File: src/rtl/lsu_pkg.sv
`default_nettype none
// +------------------------------------------------------------------+
// | lsu_pkg : funct3 codes, FSM states and request checks for lsu    |
// | rev 1.0                                                          |
// +------------------------------------------------------------------+
package lsu_pkg;

  localparam int ADDR_W = 12;
  localparam int XLEN   = 64;

  typedef enum logic [2:0] {
    LD_B  = 3'b000,
    LD_H  = 3'b001,
    LD_W  = 3'b010,
    LD_D  = 3'b011,
    LD_BU = 3'b100,
    LD_HU = 3'b101,
    LD_WU = 3'b110
  } load_f3_e;

  typedef enum logic [2:0] {
    ST_B = 3'b000,
    ST_H = 3'b001,
    ST_W = 3'b010,
    ST_D = 3'b011
  } store_f3_e;

  typedef enum logic [2:0] {
    S_IDLE   = 3'd0,
    S_LOAD   = 3'd1,
    S_RMW_RD = 3'd2,
    S_WRITE  = 3'd3,
    S_RESP   = 3'd4
  } state_e;

  function automatic logic req_legal(input logic we, input logic [2:0] f3);
    logic ok;
    ok = we ? !f3[2] : (f3 != 3'b111);
    return ok;
  endfunction

  // Size is encoded in funct3[1:0] for both loads and stores.
  function automatic logic req_misaligned(input logic [2:0] f3, input logic [2:0] lane);
    logic bad;
    case (f3[1:0])
      2'b00:   bad = 1'b0;
      2'b01:   bad = lane[0];
      2'b10:   bad = |lane[1:0];
      default: bad = |lane;
    endcase
    return bad;
  endfunction

endpackage
`default_nettype wire

File: src/rtl/lsu_if.sv
`default_nettype none
// +------------------------------------------------------------------+
// | lsu_if : core request/response and data-memory bus of the LSU    |
// | rev 1.0                                                          |
// +------------------------------------------------------------------+
interface lsu_if #(
  parameter int ADDR_W = lsu_pkg::ADDR_W,
  parameter int XLEN   = lsu_pkg::XLEN
);
  import lsu_pkg::*;

  logic              req_valid;
  logic              req_ready;
  logic              req_we;
  logic [2:0]        req_funct3;
  logic [ADDR_W-1:0] req_addr;
  logic [XLEN-1:0]   req_wdata;
  logic              resp_valid;
  logic [XLEN-1:0]   resp_rdata;
  logic              resp_err;
  logic              mem_read_en;
  logic              mem_write_en;
  logic [ADDR_W-1:0] mem_addr;
  logic [XLEN-1:0]   mem_wdata;
  logic [XLEN-1:0]   mem_rdata;

  modport slave (
    input  req_valid, req_we, req_funct3, req_addr, req_wdata, mem_rdata,
    output req_ready, resp_valid, resp_rdata, resp_err,
           mem_read_en, mem_write_en, mem_addr, mem_wdata
  );

  modport master (
    output req_valid, req_we, req_funct3, req_addr, req_wdata, mem_rdata,
    input  req_ready, resp_valid, resp_rdata, resp_err,
           mem_read_en, mem_write_en, mem_addr, mem_wdata
  );

endinterface
`default_nettype wire

File: src/rtl/lsu_lane.sv
`default_nettype none
// +------------------------------------------------------------------+
// | lsu_lane : load lane extract/extend and sub-doubleword merge     |
// | rev 1.0                                                          |
// +------------------------------------------------------------------+
module lsu_lane #(
  parameter int XLEN = lsu_pkg::XLEN
) (
  input  logic [2:0]      funct3,
  input  logic [2:0]      lane,
  input  logic [XLEN-1:0] rdata,
  input  logic [XLEN-1:0] wdata,
  output logic [XLEN-1:0] load_data,
  output logic [XLEN-1:0] store_data
);
  import lsu_pkg::*;

  localparam int NB = XLEN / 8;

  logic [XLEN-1:0] shifted;
  logic [XLEN-1:0] wdata_sh;
  logic [XLEN-1:0] bit_mask;
  logic [NB-1:0]   size_mask;
  logic [NB-1:0]   byte_mask;

  assign shifted  = rdata >> {lane, 3'b000};
  assign wdata_sh = wdata << {lane, 3'b000};

  always_comb begin
    load_data = shifted;
    case (funct3)
      LD_B:    load_data = {{(XLEN-8){shifted[7]}}, shifted[7:0]};
      LD_H:    load_data = {{(XLEN-16){shifted[15]}}, shifted[15:0]};
      LD_W:    load_data = {{(XLEN-32){shifted[31]}}, shifted[31:0]};
      LD_BU:   load_data = {{(XLEN-8){1'b0}}, shifted[7:0]};
      LD_HU:   load_data = {{(XLEN-16){1'b0}}, shifted[15:0]};
      LD_WU:   load_data = {{(XLEN-32){1'b0}}, shifted[31:0]};
      default: load_data = shifted;
    endcase
  end

  always_comb begin
    size_mask = '1;
    case (funct3[1:0])
      2'b00:   size_mask = NB'(1);
      2'b01:   size_mask = NB'(3);
      2'b10:   size_mask = NB'(15);
      default: size_mask = '1;
    endcase
  end

  assign byte_mask = size_mask << lane;

  for (genvar b = 0; b < NB; b++) begin : g_byte
    assign bit_mask[8*b +: 8] = {8{byte_mask[b]}};
  end

  assign store_data = (rdata & ~bit_mask) | (wdata_sh & bit_mask);

endmodule
`default_nettype wire

File: src/rtl/lsu.sv
`default_nettype none
// +------------------------------------------------------------------+
// | lsu : single-outstanding load/store unit with store read-merge   |
// | rev 1.0                                                          |
// +------------------------------------------------------------------+
module lsu #(
  parameter int ADDR_W = lsu_pkg::ADDR_W,
  parameter int XLEN   = lsu_pkg::XLEN
) (
  input  logic clk,
  input  logic rst_n,
  lsu_if.slave bus
);
  import lsu_pkg::*;

  state_e            state_q, state_d;
  logic [2:0]        funct3_q, funct3_d;
  logic [2:0]        lane_q, lane_d;
  logic [XLEN-1:0]   wdata_q, wdata_d;
  logic [ADDR_W-1:0] mem_addr_q, mem_addr_d;
  logic [XLEN-1:0]   mem_wdata_q, mem_wdata_d;
  logic [XLEN-1:0]   rdata_q, rdata_d;
  logic              err_q, err_d;
  logic              req_ready_q, req_ready_d;
  logic              mem_read_en_q, mem_read_en_d;
  logic              mem_write_en_q, mem_write_en_d;
  logic              resp_valid_q, resp_valid_d;

  logic [XLEN-1:0]   load_data;
  logic [XLEN-1:0]   merge_data;
  logic              req_bad;

  assign req_bad = !req_legal(bus.req_we, bus.req_funct3)
                 || req_misaligned(bus.req_funct3, bus.req_addr[2:0]);

  lsu_lane #(.XLEN(XLEN)) u_lane (
    .funct3     (funct3_q),
    .lane       (lane_q),
    .rdata      (bus.mem_rdata),
    .wdata      (wdata_q),
    .load_data  (load_data),
    .store_data (merge_data)
  );

  always_comb begin
    state_d     = state_q;
    funct3_d    = funct3_q;
    lane_d      = lane_q;
    wdata_d     = wdata_q;
    mem_addr_d  = mem_addr_q;
    mem_wdata_d = mem_wdata_q;
    rdata_d     = rdata_q;
    err_d       = err_q;
    case (state_q)
      S_IDLE: begin
        if (bus.req_valid) begin
          funct3_d   = bus.req_funct3;
          lane_d     = bus.req_addr[2:0];
          wdata_d    = bus.req_wdata;
          mem_addr_d = {bus.req_addr[ADDR_W-1:3], 3'b000};
          rdata_d    = '0;
          if (req_bad) begin
            err_d   = 1'b1;
            state_d = S_RESP;
          end else if (!bus.req_we) begin
            state_d = S_LOAD;
          end else if (bus.req_funct3[1:0] == 2'b11) begin
            mem_wdata_d = bus.req_wdata;
            state_d     = S_WRITE;
          end else begin
            state_d = S_RMW_RD;
          end
        end
      end
      S_LOAD: begin
        rdata_d = load_data;
        state_d = S_RESP;
      end
      S_RMW_RD: begin
        mem_wdata_d = merge_data;
        state_d     = S_WRITE;
      end
      S_WRITE: state_d = S_RESP;
      S_RESP: begin
        rdata_d = '0;
        err_d   = 1'b0;
        state_d = S_IDLE;
      end
      default: state_d = S_IDLE;
    endcase

    // Strobes are decoded from the next state so they are flops aligned with it.
    req_ready_d    = (state_d == S_IDLE);
    mem_read_en_d  = (state_d == S_LOAD) || (state_d == S_RMW_RD);
    mem_write_en_d = (state_d == S_WRITE);
    resp_valid_d   = (state_d == S_RESP);
  end

  always_ff @(posedge clk or negedge rst_n) begin
    if (!rst_n) begin
      state_q        <= S_IDLE;
      funct3_q       <= '0;
      lane_q         <= '0;
      wdata_q        <= '0;
      mem_addr_q     <= '0;
      mem_wdata_q    <= '0;
      rdata_q        <= '0;
      err_q          <= 1'b0;
      req_ready_q    <= 1'b1;
      mem_read_en_q  <= 1'b0;
      mem_write_en_q <= 1'b0;
      resp_valid_q   <= 1'b0;
    end else begin
      state_q        <= state_d;
      funct3_q       <= funct3_d;
      lane_q         <= lane_d;
      wdata_q        <= wdata_d;
      mem_addr_q     <= mem_addr_d;
      mem_wdata_q    <= mem_wdata_d;
      rdata_q        <= rdata_d;
      err_q          <= err_d;
      req_ready_q    <= req_ready_d;
      mem_read_en_q  <= mem_read_en_d;
      mem_write_en_q <= mem_write_en_d;
      resp_valid_q   <= resp_valid_d;
    end
  end

  assign bus.req_ready    = req_ready_q;
  assign bus.resp_valid   = resp_valid_q;
  assign bus.resp_rdata   = rdata_q;
  assign bus.resp_err     = err_q;
  assign bus.mem_read_en  = mem_read_en_q;
  assign bus.mem_write_en = mem_write_en_q;
  assign bus.mem_addr     = mem_addr_q;
  assign bus.mem_wdata    = mem_wdata_q;

endmodule
`default_nettype wire

File: src/flat_wrapper.sv
// flat-port wrapper written by rule: the top's interface ports become plain ports
module lsu_flat import lsu_pkg::*;
#(
  parameter int ADDR_W = lsu_pkg::ADDR_W,
  parameter int XLEN   = lsu_pkg::XLEN
)
  (clk, rst_n, bus_req_valid, bus_req_we, bus_req_funct3, bus_req_addr, bus_req_wdata, bus_mem_rdata, bus_req_ready, bus_resp_valid, bus_resp_rdata, bus_resp_err, bus_mem_read_en, bus_mem_write_en, bus_mem_addr, bus_mem_wdata);
  lsu_if #(.ADDR_W(ADDR_W), .XLEN(XLEN)) bus_i ();
  input  logic clk;
  input  logic rst_n;
  input wire logic [$bits(bus_i.req_valid)-1:0] bus_req_valid;
  input wire logic [$bits(bus_i.req_we)-1:0] bus_req_we;
  input wire logic [$bits(bus_i.req_funct3)-1:0] bus_req_funct3;
  input wire logic [$bits(bus_i.req_addr)-1:0] bus_req_addr;
  input wire logic [$bits(bus_i.req_wdata)-1:0] bus_req_wdata;
  input wire logic [$bits(bus_i.mem_rdata)-1:0] bus_mem_rdata;
  output wire logic [$bits(bus_i.req_ready)-1:0] bus_req_ready;
  output wire logic [$bits(bus_i.resp_valid)-1:0] bus_resp_valid;
  output wire logic [$bits(bus_i.resp_rdata)-1:0] bus_resp_rdata;
  output wire logic [$bits(bus_i.resp_err)-1:0] bus_resp_err;
  output wire logic [$bits(bus_i.mem_read_en)-1:0] bus_mem_read_en;
  output wire logic [$bits(bus_i.mem_write_en)-1:0] bus_mem_write_en;
  output wire logic [$bits(bus_i.mem_addr)-1:0] bus_mem_addr;
  output wire logic [$bits(bus_i.mem_wdata)-1:0] bus_mem_wdata;
  assign bus_i.req_valid = bus_req_valid;
  assign bus_i.req_we = bus_req_we;
  assign bus_i.req_funct3 = bus_req_funct3;
  assign bus_i.req_addr = bus_req_addr;
  assign bus_i.req_wdata = bus_req_wdata;
  assign bus_i.mem_rdata = bus_mem_rdata;
  assign bus_req_ready = bus_i.req_ready;
  assign bus_resp_valid = bus_i.resp_valid;
  assign bus_resp_rdata = bus_i.resp_rdata;
  assign bus_resp_err = bus_i.resp_err;
  assign bus_mem_read_en = bus_i.mem_read_en;
  assign bus_mem_write_en = bus_i.mem_write_en;
  assign bus_mem_addr = bus_i.mem_addr;
  assign bus_mem_wdata = bus_i.mem_wdata;
  lsu #(.ADDR_W(ADDR_W), .XLEN(XLEN)) u_core (.clk(clk), .rst_n(rst_n), .bus(bus_i));
endmodule
File: config.mk
export PLATFORM = sky130hd
export DESIGN_NAME = lsu_flat
export DESIGN_NICKNAME = d
export VERILOG_FILES = /design/src/rtl/lsu_pkg.sv /design/src/rtl/lsu_if.sv /design/src/rtl/lsu_lane.sv /design/src/rtl/lsu.sv /design/src/flat_wrapper.sv
export SDC_FILE = /design/constraint.sdc
export NUM_CORES = 1
export LEC_CHECK = 0
export ABC_AREA = 1
export CAP_MARGIN = 20
export CORE_UTILIZATION = 49
export CTS_BUF_LIST = sky130_fd_sc_hd__clkbuf_8 sky130_fd_sc_hd__clkbuf_16
export DETAILED_ROUTE_END_ITERATION = 8
export PLACE_DENSITY = 0.88
export SYNTH_ARGS = -nofsm -noshare
export SYNTH_HDL_FRONTEND = slang
export SYNTH_HIERARCHICAL = 1
export SYNTH_SLANG_ARGS = --single-unit
File: constraint.sdc
create_clock -name clk -period 1.96 [get_ports clk]
set_input_delay 0.294 -clock clk [delete_from_list [all_inputs] [get_ports clk]]
set_output_delay 0.294 -clock clk [all_outputs]
set_load 0.01 [all_outputs]
==> results.ini, run 1 <==
[outcome]
status = finished with violations
failing_checks = setup timing

[grt]
grt_start_max_net_pins = 71
vias_in_the_first_global_route = 16438
grt_first_pass_wirelength_mm = 93.9
global_route.usage.total = 0.422
grt.overflow.total = 0
antenna_found_initial = 0

[timing]
grt_setup_unrepaired = yes
setup_viol = 106
layout_worst_path_cycle_share = 1.10
final-max-slew-violation-count = 0
clock-skew-final_ns = 0.0133
fin_crit_ns = 2.16
slew_headroom = 0.517
maxClockFrequency_mhz = 462
timing.final.hold_violations = 0
fin_hold_ws_ns = 0.285
max_slew.worst_pin.slew_ns = 0.724
setup_ws_ns = -0.205
finalSetupTns_ns = -11.06

[synthesis]
yosys_register_bits = 215
post_synth_inst_count = 2204
yosys_warnings = 6
number_of_enable_flip_flop_cells_after_synthesis = 0
synthDominantAreaCellType = dfrtp_1
fraction_of_synthesized_cell_area_taken_by_the_top_area_cell_type = 0.378
async_reset_ff_frac = 1.00
post_synth_main_area_contributors = dfrtp_1, nand2_1, o21ai_0, nand3_1, inv_1
postSynth.topFlopCell = dfrtp_1
yosysSeqAreaShare = 0.380
netlist_area_um2 = 14200
netlist-cell-type-count = 36
post_synth.cell_area_avg_um2 = 6.43

[cells_and_area]
final_core_utilization = 0.724
stdcell_area_um2 = 20300
fillers = 2271
n_antenna_cell = 0
nets = 2748
post_route_cells_drive_above_1_share = 0.167
area_growth_pct = 43.5

[placed_design]
gpl.final_weighted_congestion = 1.03
buffer_ports.inserted = 288
hpwlAfterDp_mm = 47.4
placed_area_um2 = 18600

[detailed_routing]
post_drt_via_cell_ratio = 5.78
wl_per_cell_um = 21.5
detail_route.wirelength_mm = 64.6
drcViolationCount = 0
vias = 17320
ant_nets = 0
drt_iter0_drc = 2268
firstDrtPassIters = 6

[setup_path]
worst-endpoint-required_ns = 2.44
timing.critical_path.to_type = flop
crit_chain = inv_8, buf_12, buf_8, o21ai_4, buf_4, nand3_1, nand2_2, buf_6, nand2_1, nand2_2, inv_1, o21ai_1, nand3_1, nand2_1
worstPathArrival_ns = 2.64
critPathMaxFanout = 6
critical_path.max_stage_delay_ns = 0.49
worstSetupStartpointType = flop
critPathSlowestCell = dfrtp_4
reg2reg_depth = 14
critical_path_class = reg2reg

[clocking]
root_buffer = clkbuf_16
cts_max_level = 1
numClockSinks = 215
cts-root-to-sink-buffers = 3
tritoncts = done
clk-insertion-delay-late_ns = 0.54
clkSlewWorstSetupHoldPaths_ns = 0.07
cts_buffer_count = 23

[worst_hold_path]
worst_hold_path_type = in2reg
hold_path_depth = 3

[pwr]
swShare = 0.501
clock_network_fraction_of_total_power = 0.111
power.ir.vdd_worst_mv = 1.29
power_frac_seq = 0.204
total_power_mw = 38.4
power.share.combinational = 0.685
p_switching_mw = 19.2
cell_internal_pwr_mw = 19.2
p_leak_nw = 10.2
pwr_density_cell_nw_per_um2 = 1890

[floorplanning]
total_die_area_um2 = 29600
floorplan_die_height_um = 172
placement_rows = 61
die-width_um = 172
placeableCoreArea_um2 = 28100
top_level_ports = 292
initial_core_util = 0.504

[job]
drv.max_cap_violation_count = 0

## power groups by stage
| stage | combinational, mW | sequential (mW) | clock (mW) |
|---|---|---|---|
| floorplan | 11.9 | 7.89 | 0 |
| global placement | 22.3 | 7.69 | 0 |
| detailed placement | 22.7 | 7.74 | 0 |
| CTS | 23.9 | 7.73 | 4.30 |
| global route | 28.0 | 7.97 | 4.46 |
| finish | 26.3 | 7.83 | 4.27 |
## layout by cell type, fill, tap and decap left out, types with 3 or more instances in the layout
| master | count |
|---|---|
| a21oi_1 | 15 |
| a21oi_2 | 4 |
| buf_12 | 29 |
| buf_4 | 183 |
| buf_6 | 15 |
| buf_8 | 4 |
| clkbuf_16 | 27 |
| clkbuf_8 | 7 |
| clkdlybuf4s50_1 | 287 |
| clkinv_2 | 5 |
| clkinvlp_4 | 5 |
| conb_1 | 3 |
| dfrtp_1 | 210 |
| inv_1 | 200 |
| inv_2 | 7 |
| inv_4 | 3 |
| nand2_1 | 893 |
| nand2_2 | 35 |
| nand2_4 | 5 |
| nand3_1 | 222 |
| nand3_2 | 16 |
| nand3_4 | 3 |
| nand4_1 | 35 |
| nor2_1 | 26 |
| nor2_2 | 3 |
| nor2_4 | 5 |
| o211ai_1 | 29 |
| o21ai_0 | 143 |
| o21ai_1 | 107 |
| o21ai_2 | 49 |
| o21ai_4 | 5 |
| or2_1 | 5 |
| or2_2 | 9 |
## per-layer routing
layer,track usage,up-vias,share of wire
li1,-,7832,-
met1,0.527,8136,0.38
met2,0.701,1127,0.47
met3,0.0629,225,0.090
met4,0.231,0,0.061
met5,0,-,0
## Yosys cell counts, types with 4 or more instances
cell type / count
o211ai_1: 29
buf_4: 19
nand3_1: 238
inv_1: 202
buf_6: 11
inv_2: 6
buf_1: 9
a21oi_1: 19
or2_2: 9
dfrtp_1: 214
nor2_2: 4
nand2_1: 929
clkbuf_1: 62
o21ai_2: 12
or2_1: 5
nor2_1: 29
nand4_1: 35
buf_2: 57
o21ai_0: 276
o21ai_1: 16
## state kept, by name, indices dropped and copies added, names as in the netlist
name                     flops
u_core/wdata_q              64
u_core/bus.mem_write_en      1
u_core/bus.mem_wdata        64
u_core/state_q               3
u_core/bus.resp_rdata       64
u_core/funct3_q              3
u_core/bus.req_ready         1
u_core/bus.mem_read_en       1
u_core/bus.resp_err          1
u_core/lane_q                3
u_core/bus.resp_valid        1
u_core/bus.mem_addr          9
## path summary, 6_finish.rpt
| check | slack, ns | to | startpoint |
|---|---|---|---|
| max in group asynchronous | 1.01 | u_core/bus.resp_rdata[30]$_DFFE_PN0P_ | rst_n |
| worst max register to register | -0.20 | u_core/bus.mem_wdata[35]$_DFFE_PN0P_ | u_core/lane_q[0]$_DFFE_PN0P_ |
| worst min-delay path | 0.29 | u_core/bus.mem_addr[5]$_DFFE_PN0P_ | bus_req_addr[5] |
| min in group asynchronous | 0.31 | u_core/bus.resp_rdata[3]$_DFFE_PN0P_ | rst_n |
| worst min register to register | 0.47 | u_core/bus.mem_wdata[13]$_DFFE_PN0P_ | u_core/bus.mem_wdata[13]$_DFFE_PN0P_ |
| worst max-delay path | -0.20 | u_core/bus.mem_wdata[35]$_DFFE_PN0P_ | u_core/lane_q[0]$_DFFE_PN0P_ |
## worst max-delay path, delay by kind of cell (launching register included)
kind | cells | cell delay [ns]
DFF | 1 | 0.49
AOI/OAI and AO/OA | 2 | 0.31
and+or+nand+nor | 6 | 0.63
buffers and inverters | 6 | 0.67
## layout make-up
class / count / area (um2) / share of cell area
Clock inverter: 13 / 72.6 / 0.00357
Clock buffer: 29 / 658 / 0.0324
Timing Repair inverter: 1 / 7.51 / 0.000369
Sequential cell: 215 / 5390 / 0.265
Tap cell: 378 / 473 / 0.0233
Inverter: 209 / 807 / 0.0397
Timing Repair Buffer: 528 / 5280 / 0.259
Multi-Input combinational cell: 1623 / 7640 / 0.376
## stage by stage
stage / instances / worst slack [ns]
final: 2996 / -0.205
after global routing: 2996 / -0.303
after CTS: 2975 / -0.165
after detailed placement: 2923 / -0.313
after global placement: 2923 / -0.237
after floorplan: 2206 / 0.198
## kinds of logic (layout without fill, tap and decap cells)
logic type	Yosys count	after routing	synth area share
flip-flops	215	215	0.380
AO/OA/AOI/OAI	359	359	0.137
buffers and inverters	368	780	0.114
other	1	3	0.000265
AND/OR/NAND/NOR	1261	1261	0.369
## repair_timing
action	4_1_cts	5_1_grt
pin swaps	8	48
cloned	3	5
setup buffers	6	18
resized for setup	108	188
endpoints found under the hold margin	36	0
endpoints found under the setup margin	117	126
hold buffers	1	0
No activity file was read; power rests on OpenSTA's default activity.
==> inputs of run 2 (changes only) <==
clock period = 2.1 ns   (was 1.96 ns; I/O delays follow)
==> run 2 against run 1 <==
  * The run still ends with setup timing left
  * Highest routed layer unchanged
  * Critical path type unchanged
  * Wire length up 5.0%
  * Critical endpoint is now u_core/bus.mem_wdata[34]$_DFFE_PN0P_
  * Worst setup slack gained 0.058 ns
  * Non-clock buffer count down 40
  * Global-route usage grew 1.5 points
  * Sequential cell count unchanged
  * Register-to-register slack gained 0.06 ns
  * Total power down 3.6%
==> results.ini, run 2 (synthesized netlist as in run 1, its figures left out) <==
[outcome]
status = finished with violations
failing_checks = setup timing

[timing]
clock-skew-final_ns = 0.0160  ; +0.00265 ns
final-max-slew-violation-count = 0  ; unchanged
layout_worst_path_cycle_share = 1.07  ; -0.0345
setup_ws_ns = -0.147  ; +0.0579 ns
timing.final.hold_violations = 0  ; unchanged
fin_hold_ws_ns = 0.211  ; -0.0743 ns
setup_viol = 71  ; -33%
fin_crit_ns = 2.25  ; +0.0821 ns
slew_headroom = 0.487  ; -0.0299
maxClockFrequency_mhz = 445  ; -3.7%
max_slew.worst_pin.slew_ns = 0.769  ; +0.0449 ns
grt_setup_unrepaired = yes

[pwr]
p_leak_nw = 10.1  ; -0.57%
power.share.combinational = 0.678  ; -0.007
clock_network_fraction_of_total_power = 0.124  ; +0.013
swShare = 0.502  ; +0.00130
p_switching_mw = 18.6  ; -3.4%
power.ir.vdd_worst_mv = 1.10  ; -15%
cell_internal_pwr_mw = 18.4  ; -3.9%
power_frac_seq = 0.198  ; -0.006
pwr_density_cell_nw_per_um2 = 1810  ; -4.1%

[clocking]
cts_max_level = 1  ; unchanged
tritoncts = done
cts_buffer_count = 24  ; +4.3%
root_buffer = clkbuf_16
clk-insertion-delay-late_ns = 0.54  ; about the same
clkSlewWorstSetupHoldPaths_ns = 0.06  ; about the same
numClockSinks = 215  ; unchanged
cts-root-to-sink-buffers = 3  ; unchanged

[floorplanning]
top_level_ports = 292  ; unchanged
placeableCoreArea_um2 = 28100  ; unchanged
initial_core_util = 0.504  ; unchanged
floorplan_die_height_um = 172  ; unchanged
die-width_um = 172  ; unchanged
total_die_area_um2 = 29600  ; unchanged
placement_rows = 61  ; unchanged

[setup_path]
worstSetupStartpointType = flop
worst-endpoint-required_ns = 2.52  ; +0.08 ns
critical_path_class = reg2reg
worstPathArrival_ns = 2.67  ; +0.03 ns
critPathMaxFanout = 8  ; +2
timing.critical_path.to_type = flop

[cells_and_area]
register_area_um2 = 5390  ; about the same
n_antenna_cell = 0  ; unchanged
area_used_by_multi_input_combinational_logic_um2 = 7750  ; +1.3%
layout.cells.non_filler = 2961  ; -1.2%
area_growth_pct = 44.2
post_route_cells_drive_above_1_share = 0.163  ; -0.00394
layout.cells.most_common = nand2_1
nets = 2712  ; -1.3%
fillers = 2223  ; -2.1%
most_used_cells_in_the_layout_excluding_fill_and_tap_cells = nand2_1, clkdlybuf4s50_1, nand3_1

[grt]
grt_first_pass_wirelength_mm = 96.5  ; +2.8%
grt_start_max_net_pins = 70  ; -1.4%
vias_in_the_first_global_route = 16645  ; +1.3%
global_route.usage.total = 0.437  ; +0.0146
grt.overflow.total = 0  ; unchanged
antenna_found_initial = 0  ; unchanged

[worst_hold_path]
worst_hold_path_type = in2async

[detailed_routing]
detail_route.wirelength_mm = 67.8  ; +5.0%
firstDrtPassIters = 6  ; unchanged
vias = 17632  ; +1.8%
drt_iter0_drc = 2537  ; +12%
ant_nets = 0  ; unchanged
post_drt_via_cell_ratio = 5.95  ; +3.0%
wl_per_cell_um = 22.9  ; +6.3%
drcViolationCount = 0  ; unchanged

[placed_design]
dpl.cell_count = 2871  ; -1.8%
hpwlAfterDp_mm = 47.2  ; -0.31%
buffer_ports.inserted = 288  ; unchanged
gpl.final_weighted_congestion = 1.00  ; -2.9%

[job]
drv.max_cap_violation_count = 0  ; unchanged

-- run 2: cell types whose count changed in the layout (fill, tap and decap cells not counted), sizes merged --
cell	previous run	this run
buf	233	189
clkinv	6	3
clkbuf	35	36
bufinv	0	4
inv	212	211
clkinvlp	5	11
bufbuf	1	3
-- run 2: timing repair --
| item | 4_1_cts | 5_1_grt |
|---|---|---|
| pin swaps | 10 | 55 |
| endpoints found under the setup margin | 45 | 111 |
| resized for setup | 59 | 231 |
| buffers inserted | 11 | 17 |
| endpoints found under the hold margin | 183 | 0 |
| hold buffers | 1 | 0 |
| gates cloned | 8 | 11 |
-- run 2: layout make-up --
type / count / area share
Inverter: 209 / 0.0397
Timing Repair inverter: 4 / 0.00153
Timing Repair Buffer: 488 / 0.250
Sequential cell: 215 / 0.264
Multi-Input combinational cell: 1623 / 0.379
Clock buffer: 28 / 0.0327
Tap cell: 378 / 0.0232
Clock inverter: 16 / 0.00919
-- run 2: through the flow --
step                power (mW)  setup WS (ns)  setup TNS, ns  instance area [um2]   util
global route              38.7         -0.215          -9.59                20400  0.727
CTS                       34.0        -0.0510         -0.284                19600  0.696
detailed placement        28.2         -0.191          -2.87                18300  0.651
floorplan                 18.4          0.338              0                14200      -
finish                    37.0         -0.147          -4.26                20400  0.727
global placement          27.8         -0.188          -1.56                18300  0.651
-- run 2: metal layers --
| metal | track usage | vias up | wire length [um] |
|---|---|---|---|
| li1 | - | 7751 | - |
| met1 | 0.530 | 8293 | 24400 |
| met2 | 0.720 | 1304 | 31100 |
| met3 | 0.0945 | 284 | 7540 |
| met4 | 0.243 | 0 | 4730 |
| met5 | 0 | - | 0 |
-- run 2: final timing paths --
check                                                     startpoint                              endpoint  slack [ns]  depth (start not counted)
worst max-delay path                    u_core/lane_q[0]$_DFFE_PN0P_  u_core/bus.mem_wdata[34]$_DFFE_PN0P_       -0.15                         11
worst min-delay path                                           rst_n  u_core/bus.resp_rdata[7]$_DFFE_PN0P_        0.21                          2
worst max register to register          u_core/lane_q[0]$_DFFE_PN0P_  u_core/bus.mem_wdata[34]$_DFFE_PN0P_       -0.15                         11
worst min register to register  u_core/bus.mem_wdata[28]$_DFFE_PN0P_  u_core/bus.mem_wdata[28]$_DFFE_PN0P_        0.47                          2
max in group asynchronous                                      rst_n        u_core/bus.req_ready$_DFF_PN1_        1.14                          3
min in group clk                                     bus_req_addr[5]    u_core/bus.mem_addr[5]$_DFFE_PN0P_        0.32                          3
-- run 2: worst max-delay path, stage by stage, from the launching register on --
cell        delay, ns
dfrtp_4          0.53
buf_12           0.17
nor3_4           0.23
clkinvlp_4       0.24
nand2_4          0.16
clkinvlp_4       0.24
nand2_2          0.17
nand2_4          0.08
inv_2            0.05
o21ai_0          0.08
nand3_1          0.12
nand2_1          0.06
-- run 2: power groups by stage --
stage / logic [mW] / registers [mW] / clock network [mW]
5_1_grt: 26.5 / 7.45 / 4.74
3_5_place_dp: 21.0 / 7.26 / 0
2_1_floorplan: 11.1 / 7.37 / 0
3_3_place_gp: 20.6 / 7.19 / 0
4_1_cts: 22.2 / 7.24 / 4.58
6_report: 25.1 / 7.32 / 4.59
==> patch: new RTL, settings of run 1 <==
Re-encode `state_e` (5 states) as one-hot, 5 bits wide.
--- a/src/rtl/lsu_pkg.sv
+++ b/src/rtl/lsu_pkg.sv
@@ -26,10 +26,10 @@
   } store_f3_e;
 
-  typedef enum logic [2:0] {
-    S_IDLE   = 3'd0,
-    S_LOAD   = 3'd1,
-    S_RMW_RD = 3'd2,
-    S_WRITE  = 3'd3,
-    S_RESP   = 3'd4
+  typedef enum logic [4:0] {
+    S_IDLE   = 5'b00001,
+    S_LOAD   = 5'b00010,
+    S_RMW_RD = 5'b00100,
+    S_WRITE  = 5'b01000,
+    S_RESP   = 5'b10000
   } state_e;
 
Check against the original RTL: no difference found for any inputs over 4 cycles, from zero or initial values and one cycle with rst_n low; so few cycles prove little.
==> patch against run 1 <==
- the flow still finishes with violations (setup timing)
- utilization decreased by 0.37 points
- area after synthesis down 0.64%
- largest cell class unchanged
- critical endpoint is now u_core/bus.resp_rdata[19]
- cell area shrank 0.78%
- routed wire length decreased by 8.1%
- sequential cell count is 2 higher
- total power decreased by 24%
- synthesized cell count down 2.8%
- critical path depth shrank 1
- worst setup slack better by 0.14 ns
==> patch: results (changes against run 1) <==
Worst Path Arrival - 2.42 ns (-0.22 ns)
Multi-input gate area - 7340 sq um (-3.9%)
post-synthesis mux area share - 0.00142 (+0.00142)
P_leak - 9.96 nW (-2.4%)
final period utilization - 1.03 (-0.0710)
Inverters - 271 (+29%)
DPL Wire Length - 43700 microns (-7.8%)
Synth cell types - 37 (+2.8%)
Reg area - 5440 sq um (+0.95%)
outcome - finished with violations
Critical Path Fanout Max - 15 (+9)
GRT Total Usage - 0.391 (-0.0313)
failing checks - setup timing
skew final - 0.0367 ns (+0.0234 ns)
Final setup viols - 34 (-68%)
Seq/Total Area, Yosys - 0.386 (+0.00608)
Final Util - 0.720 (-0.00366)
vias in the first global route - 15500 (-5.7%)
pin count of the biggest net entering global routing - 122 (+72%)
slack of the critical path - -0.0656 ns (+0.139 ns)
non-clk buf share - 0.254 (-0.00554)
Multi-In Gates - 1504 (-7.3%)
vias - 16700 (-3.6%)
initial antenna violation count - 1 (+1)
Worst-Margin Slew - 0.538 ns (-0.186 ns)
post-layout net count - 2672 (-2.8%)
patch: changes by cell type in the layout (fill, tap and decap cells not counted), sizes merged, moves of 47 or more:
| cell | run 1 | this run |
|---|---|---|
| o21ai | 304 | 240 |
| nand2 | 933 | 748 |
| a21oi | 21 | 71 |
| nor2 | 34 | 81 |
| o22ai | 3 | 67 |
| inv | 212 | 271 |
patch: cells by family (layout without fill, tap and decap cells):
logic type	count (synthesis)	after routing
AO/OA/AOI/OAI	408	408
buffers and inverters	424	817
flip-flops	217	217
multiplexers	2	2
other	1	3
AND/OR/NAND/NOR	1091	1091
patch: metal layers:
layer | global-route usage | share of wire | up-vias
li1 | - | - | 7648
met1 | 0.503 | 0.39 | 7791
met2 | 0.647 | 0.46 | 1065
met3 | 0.0607 | 0.097 | 192
met4 | 0.174 | 0.049 | 2
met5 | 0 | 0.00022 | -
patch: power breakdown:
group          switching [W]  internal (W)  leakage [nW]  total [W]
logic                 0.0103       0.00745          6.86     0.0178
registers            0.00113       0.00589          2.72    0.00702
clock network        0.00184       0.00263         0.382    0.00447
patch: worst paths after layout:
path                                    from                         to  slack, ns  cells past startpoint
setup / recovery            u_core/lane_q[0]  u_core/bus.resp_rdata[19]      -0.07                     13
hold / removal                         rst_n  u_core/bus.resp_rdata[51]       0.33                      2
setup reg to reg            u_core/lane_q[0]  u_core/bus.resp_rdata[19]      -0.07                     13
hold reg to reg            u_core/wdata_q[3]          u_core/wdata_q[3]       0.47                      2
max in group asynchronous              rst_n   u_core/bus.mem_wdata[49]       0.93                      3
min in group clk           bus_req_wdata[30]         u_core/wdata_q[30]       0.34                      3
patch: timing repair:
item,in CTS,in global routing
gates cloned,3,5
hold endpoints to repair,50,0
pin swaps,6,17
resized for setup,91,139
hold buffers,1,0
buffers inserted,1,13
endpoints found under the setup margin,102,122
